## src/rtl/mem_access_ctrl.sv

```systemverilog
// mem_access_ctrl
// ---------------
// Initiator side of the data-memory req/ack interface. Sits between the
// load/store pipeline stage and a word-addressed data memory. Turns byte,
// half and word loads/stores into single-cycle memory request pulses.
// Sub-word stores are done as a read-modify-write. Load data is sign- or
// zero-extended. Misaligned accesses, the illegal size code and a missing
// ack are all reported through cpu_err.
//
// Ports
//   clk, rst      : clock, synchronous active-high reset
//   cpu_req       : access request, sampled only while idle
//   cpu_we        : 1 = store, 0 = load
//   cpu_size      : 00 byte, 01 half, 10 word, 11 illegal
//   cpu_unsigned  : 1 = zero-extend loads, 0 = sign-extend
//   cpu_addr      : byte address
//   cpu_wdata     : store data, right-justified for sub-word stores
//   cpu_busy      : high whenever the controller is not idle
//   cpu_done      : one-cycle completion pulse
//   cpu_err       : error flag, valid with cpu_done
//   cpu_rdata     : extended load result, valid with cpu_done
//   mem_req       : one-cycle request pulse to memory
//   mem_we        : memory write enable, qualifies mem_req
//   mem_addr      : word-aligned memory address
//   mem_wdata     : full-word write data
//   mem_ack       : registered ack, one cycle after the sampled request
//   mem_rdata     : read word, valid while mem_ack is high

module mem_access_ctrl #(
  parameter int TIMEOUT = 16,
  parameter int CNT_W   = 5
) (
  input  logic        clk,
  input  logic        rst,
  input  logic        cpu_req,
  input  logic        cpu_we,
  input  logic [1:0]  cpu_size,
  input  logic        cpu_unsigned,
  input  logic [31:0] cpu_addr,
  input  logic [31:0] cpu_wdata,
  output logic        cpu_busy,
  output logic        cpu_done,
  output logic        cpu_err,
  output logic [31:0] cpu_rdata,
  output logic        mem_req,
  output logic        mem_we,
  output logic [31:0] mem_addr,
  output logic [31:0] mem_wdata,
  input  logic        mem_ack,
  input  logic [31:0] mem_rdata
);

  typedef enum logic [2:0] {
    IDLE,
    RD,
    RD_WAIT,
    WR,
    WR_WAIT,
    ERR
  } state_e;

  localparam logic [1:0]       SIZE_BYTE = 2'b00;
  localparam logic [1:0]       SIZE_HALF = 2'b01;
  localparam logic [1:0]       SIZE_WORD = 2'b10;
  localparam logic [CNT_W-1:0] CNT_LAST  = CNT_W'(TIMEOUT - 1);

  state_e            state_q, state_d;
  logic [CNT_W-1:0]  waitCnt_q, waitCnt_d;
  logic              storeWe_q, storeWe_d;
  logic [1:0]        size_q, size_d;
  logic              unsignedLd_q, unsignedLd_d;
  logic [1:0]        lane_q, lane_d;
  logic [15:0]       wdata_q, wdata_d;
  logic              cpuDone_q, cpuDone_d;
  logic              cpuErr_q, cpuErr_d;
  logic [31:0]       cpuRdata_q, cpuRdata_d;
  logic              memReq_q, memReq_d;
  logic              memWe_q, memWe_d;
  logic [31:0]       memAddr_q, memAddr_d;
  logic [31:0]       memWdata_q, memWdata_d;

  logic              misaligned;
  logic              needsRead;
  logic [7:0]        byteField;
  logic [15:0]       halfField;
  logic [31:0]       loadExt;
  logic [31:0]       mergedWord;

  assign cpu_busy  = (state_q != IDLE);
  assign cpu_done  = cpuDone_q;
  assign cpu_err   = cpuErr_q;
  assign cpu_rdata = cpuRdata_q;
  assign mem_req   = memReq_q;
  assign mem_we    = memWe_q;
  assign mem_addr  = memAddr_q;
  assign mem_wdata = memWdata_q;

  // Request-time decode, evaluated on the live cpu_* inputs while idle.
  // Loads and sub-word stores both start with a read.
  always_comb begin
    misaligned = 1'b0;
    case (cpu_size)
      SIZE_BYTE: misaligned = 1'b0;
      SIZE_HALF: misaligned = cpu_addr[0];
      SIZE_WORD: misaligned = (cpu_addr[1:0] != 2'b00);
      default:   misaligned = 1'b1;
    endcase
    needsRead = !cpu_we || (cpu_size != SIZE_WORD);
  end

  // Lane extraction and extension of the returned word for loads, and the
  // merge of the latched store data into that word for sub-word stores.
  // Little-endian: byte lane = addr[1:0], half lane = addr[1].
  always_comb begin
    byteField = mem_rdata[{lane_q, 3'b000} +: 8];
    halfField = lane_q[1] ? mem_rdata[31:16] : mem_rdata[15:0];
    loadExt   = mem_rdata;
    case (size_q)
      SIZE_BYTE: loadExt = unsignedLd_q ? {24'h0, byteField}
                                        : {{24{byteField[7]}}, byteField};
      SIZE_HALF: loadExt = unsignedLd_q ? {16'h0, halfField}
                                        : {{16{halfField[15]}}, halfField};
      default:   loadExt = mem_rdata;
    endcase

    mergedWord = mem_rdata;
    case (size_q)
      SIZE_BYTE: mergedWord[{lane_q, 3'b000} +: 8] = wdata_q[7:0];
      SIZE_HALF: begin
        if (lane_q[1]) begin
          mergedWord[31:16] = wdata_q;
        end else begin
          mergedWord[15:0] = wdata_q;
        end
      end
      default:   mergedWord = mem_rdata;
    endcase
  end

  // Next-state logic. mem_req/mem_we are registered, so they are raised
  // on the transition into RD or WR and drop automatically one cycle later,
  // which keeps mem_req from ever being high two cycles running. The wait
  // counter is cleared on the way into each wait state; ack takes priority
  // over the timeout limit when both happen in the same cycle.
  always_comb begin
    state_d      = state_q;
    waitCnt_d    = waitCnt_q;
    storeWe_d    = storeWe_q;
    size_d       = size_q;
    unsignedLd_d = unsignedLd_q;
    lane_d       = lane_q;
    wdata_d      = wdata_q;
    cpuDone_d    = 1'b0;
    cpuErr_d     = 1'b0;
    cpuRdata_d   = cpuRdata_q;
    memReq_d     = 1'b0;
    memWe_d      = 1'b0;
    memAddr_d    = memAddr_q;
    memWdata_d   = memWdata_q;

    case (state_q)
      IDLE: begin
        if (cpu_req) begin
          storeWe_d    = cpu_we;
          size_d       = cpu_size;
          unsignedLd_d = cpu_unsigned;
          lane_d       = cpu_addr[1:0];
          wdata_d      = cpu_wdata[15:0];
          if (misaligned) begin
            // Error is reported in the very next cycle, without touching memory.
            state_d    = ERR;
            cpuDone_d  = 1'b1;
            cpuErr_d   = 1'b1;
            cpuRdata_d = 32'h0;
          end else if (needsRead) begin
            state_d   = RD;
            memReq_d  = 1'b1;
            memAddr_d = {cpu_addr[31:2], 2'b00};
          end else begin
            state_d    = WR;
            memReq_d   = 1'b1;
            memWe_d    = 1'b1;
            memAddr_d  = {cpu_addr[31:2], 2'b00};
            memWdata_d = cpu_wdata;
          end
        end
      end

      RD: begin
        state_d   = RD_WAIT;
        waitCnt_d = '0;
      end

      RD_WAIT: begin
        if (mem_ack) begin
          if (storeWe_q) begin
            state_d    = WR;
            memReq_d   = 1'b1;
            memWe_d    = 1'b1;
            memWdata_d = mergedWord;
          end else begin
            state_d    = IDLE;
            cpuDone_d  = 1'b1;
            cpuRdata_d = loadExt;
          end
        end else if (waitCnt_q == CNT_LAST) begin
          state_d    = IDLE;
          cpuDone_d  = 1'b1;
          cpuErr_d   = 1'b1;
          cpuRdata_d = 32'h0;
        end else begin
          waitCnt_d = waitCnt_q + CNT_W'(1);
        end
      end

      WR: begin
        state_d   = WR_WAIT;
        waitCnt_d = '0;
      end

      WR_WAIT: begin
        if (mem_ack) begin
          state_d   = IDLE;
          cpuDone_d = 1'b1;
        end else if (waitCnt_q == CNT_LAST) begin
          state_d    = IDLE;
          cpuDone_d  = 1'b1;
          cpuErr_d   = 1'b1;
          cpuRdata_d = 32'h0;
        end else begin
          waitCnt_d = waitCnt_q + CNT_W'(1);
        end
      end

      ERR: begin
        state_d = IDLE;
      end

      default: begin
        state_d = IDLE;
      end
    endcase
  end

  // State and output registers. Reset abandons any transaction in flight.
  always_ff @(posedge clk) begin
    if (rst) begin
      state_q      <= IDLE;
      waitCnt_q    <= '0;
      storeWe_q    <= 1'b0;
      size_q       <= 2'b00;
      unsignedLd_q <= 1'b0;
      lane_q       <= 2'b00;
      wdata_q      <= 16'h0;
      cpuDone_q    <= 1'b0;
      cpuErr_q     <= 1'b0;
      cpuRdata_q   <= 32'h0;
      memReq_q     <= 1'b0;
      memWe_q      <= 1'b0;
      memAddr_q    <= 32'h0;
      memWdata_q   <= 32'h0;
    end else begin
      state_q      <= state_d;
      waitCnt_q    <= waitCnt_d;
      storeWe_q    <= storeWe_d;
      size_q       <= size_d;
      unsignedLd_q <= unsignedLd_d;
      lane_q       <= lane_d;
      wdata_q      <= wdata_d;
      cpuDone_q    <= cpuDone_d;
      cpuErr_q     <= cpuErr_d;
      cpuRdata_q   <= cpuRdata_d;
      memReq_q     <= memReq_d;
      memWe_q      <= memWe_d;
      memAddr_q    <= memAddr_d;
      memWdata_q   <= memWdata_d;
    end
  end

endmodule

```

## config.mk

```make
export PLATFORM = sky130hd
export DESIGN_NAME = mem_access_ctrl
export DESIGN_NICKNAME = d
export VERILOG_FILES = /design/src/rtl/mem_access_ctrl.sv
export SDC_FILE = /design/constraint.sdc
export NUM_CORES = 1
export LEC_CHECK = 0
export CAP_MARGIN = 20
export CORE_AREA = 2 2 120 122
export CTS_BUF_LIST = sky130_fd_sc_hd__clkbuf_16
export DETAILED_ROUTE_END_ITERATION = 12
export DIE_AREA = 0 0 122 124
export PLACE_DENSITY = 0.85
export SYNTH_ARGS = -nofsm -noshare
export SYNTH_HDL_FRONTEND = slang
export SYNTH_SLANG_ARGS = --single-unit
export TNS_END_PERCENT = 5
```

## constraint.sdc

```tcl
create_clock -name clk -period 2.75 [get_ports clk]
set_input_delay 0.6875 -clock clk [delete_from_list [all_inputs] [get_ports clk]]
set_output_delay 0.6875 -clock clk [all_outputs]
set_load 0.1 [all_outputs]
```

==> results of run 1 <==
-- power breakdown --
part	switching [µW]	leakage (µW)	internal (µW)
registers	184	0.00104	2000
logic	1590	0.00221	722
clock network	824	0.000296	1490
-- sequential cells by signal (all words and copies together) (netlist names) --
signal	cells
cpu_done	1
size_q	2
state_q	3
mem_wdata	32
cpu_err	1
mem_req	1
lane_q	2
waitCnt_q	5
wdata_q	16
cpu_rdata	32
mem_we	1
mem_addr	30
storeWe_q	1
unsignedLd_q	1
-- worst max-delay path, delay by kind of cell, from the launching register on --
family	cells	cell delay (ns)
buffers and inverters	1	0.27
and+or+nand+nor	2	1.00
adders and majority gates	2	0.39
AOI/OAI and AO/OA	2	0.46
DFF	1	0.32
-- kinds of logic after synthesis --
| family | Yosys count | share of synthesized area |
|---|---|---|
| flops | 128 | 0.401 |
| mux | 12 | 0.0221 |
| other cells | 1 | 0.000586 |
| simple gates | 272 | 0.203 |
| compound gates | 275 | 0.304 |
| buf+inv | 76 | 0.0534 |
| fa+ha+maj | 8 | 0.0157 |
-- per-stage QoR --
step                cell area (µm²)   util  hold WS (ns)  TNS, ns  cells
floorplan                      6400      -         0.444        0    773
global placement               8380  0.611         0.442   -0.734   1125
detailed placement             8380  0.611         0.447    -1.39   1125
CTS                            8980  0.655         0.454        0   1157
global route                   8980  0.655         0.472        0   1157
finish                         8980  0.655         0.453        0   1157
-- synthesized netlist by cell type, drive strengths merged, types with 2 or more instances --
cell,number
or2,3
a31o,4
o211ai,2
nand3b,2
and3,5
mux2,7
clkbuf,39
nand2b,28
a21o,13
buf,26
o21ai,34
a21oi,78
and2,2
o31ai,17
a2111oi,7
nor3b,6
inv,10
a22oi,11
a31oi,5
a22o,31
a311oi,2
ha,8
a221oi,26
nand4,2
a32oi,6
nor3,7
nor4,2
mux2i,4
nand3,36
dfxtp,128
o221ai,3
nor2,29
o22ai,5
a211oi,8
nand2,140
o21a,2
a32o,8
nor2b,4
o2bb2ai,8
-- final cells by class --
class,count,share of cell area
multi-input cells,569,0.389
flip-flops and latches,128,0.285
repair buffers,237,0.229
clock buffers,17,0.0474
well taps,180,0.0251
clock inverters,15,0.0195
inverters,11,0.00460
-- per-layer routing --
metal / track usage / up-vias / wire length, µm
li1: - / 3233 / -
met1: 0.362 / 3228 / 8600
met2: 0.448 / 502 / 10000
met3: 0.0856 / 85 / 2620
met4: 0.160 / 0 / 947
met5: 0 / - / 0
-- worst paths after layout --
check | end | depth (start not counted) | from
min reg2reg | mem_addr[8]$_SDFFE_PP0P_ | 2 | mem_addr[8]$_SDFFE_PP0P_
max | cpu_rdata[27]$_SDFFE_PP0P_ | 7 | waitCnt_q[0]$_SDFFE_PP0P_
min | mem_addr[8]$_SDFFE_PP0P_ | 2 | mem_addr[8]$_SDFFE_PP0P_
max reg2reg | cpu_rdata[27]$_SDFFE_PP0P_ | 7 | waitCnt_q[0]$_SDFFE_PP0P_
==> metrics, run 1 <==
outcome completed; Clock Pin Slew Worst Setup and Hold Paths approximately 0.060 ns; Hold Vio Cnt, Final 0; NumNets Final ~1100; Placement Setup Slack -0.0954 ns; # diodes 0; gpl congestion 0.988; DRT Pass-1 Iters 5; # DRC 0; H-tree depth 4; largest net degree at the start of global routing 40; Synth area leaders dfxtp_1 40%, nand2_1 8.2%, a21oi_1 5.9%, a22o_1 4.2%, a221oi_1 3.6%; clock tree sinks approximately 130; CTS Hold Bufs 0; drt total wl approximately 22000 µm; Mapped Area 6390 µm²; Worst EP required 3.11 ns; critical path startpoint category register; PnR worst setup slack between 0.2 and 0.25 ns; Worst VDD drop between 500 and 600 µV; Worst EP arrival 2.88 ns; deepest clock path buffer count 2; routed length per instance around 19 µm; cells along the critical path ha_1, and3_1, ha_1, inv_1, a311oi_1, nor2_2, a22o_1; hpwl dp approximately 16000 µm; post-synthesis sequential area ratio 0.401; Rows 43; Leak Pwr 0.00354 µW; final worst path period need approximately 2.5 ns; CTS tree built; leading cell types in the layout, fill and taps excluded 140 x nand2_1, 132 x buf_4, 128 x dfxtp_1, 102 x clkdlybuf4s50_1, 76 x a21oi_1; endpoints failing setup 0; Post-synth EDFFs 0; crit end category register; maxcap violations 0; Synth area leader dfxtp_1; commonest non-fill, non-tap cell in the layout nand2_1; Root Buffer clkbuf_16; Iteration-0 DRC Markers between 700 and 800; total grt overflow 0; P&R area growth vs syn 40.5%; ys flop type dfxtp_1; core footprint around 14000 µm²; Critical-path top delay cell nor2_2; DR vias slightly above 7000; total die area approximately 15000 µm²; RSZ-0062 raised after global routing false; Die H roughly 120 µm; PostCTS Resize Cnt 0; initial antenna violation count 0; vias in the first global route about 6500; Yosys cell types 67; Tot Pwr between 6000 and 7000 µW; Max Freq around 400 MHz; FF-to-FF setup slack 0.23 ns; register bit total from synthesis 128; Register Area 2560 µm²; Largest stage delay, worst path 0.80 ns; Pins Over Slew Limit 0; relative slew slack 0.305; ANT nets after route 0; CP dominant cell by count ha_1; power per cell area 757 nW/µm²; Synth top area share 0.401; Final Skew roughly 0.0074 ns; syn avg cell area between 8 and 9 µm²; Hold/Removal Path Class register to register; footprint of the multi-input gates approximately 3500 µm²; Syn. warnings 0; CP Class register to register; first-pass GRT wire length 33800 µm; Post-CTS Setup Inserts 0; GRT Overall Usage 0.290; Port Buffers about 200; share of layout cells above drive strength 1 0.195; period utilization 0.915; fill count approximately 1100; Chip Width 122 µm; later-pin clock latency in the skew report ~0.43 ns; Post-Synthesis Cells between 700 and 800; vias per cell ~6.1; Starting Density 0.466; CTS Buf Count 17; actual slew at the worst max-slew pin 1.04 ns; fraction of registers with async set/reset 0; IO Pins 205; Max FO, Critical Path 24
No activity file was read; power rests on OpenSTA's default activity.
==> run 2: changes to the inputs <==
Settings changed: GPL_ROUTABILITY_DRIVEN from default to 1.
==> results of run 2 <==
The final DEF is identical to that of run 1; final timing and power are the same.
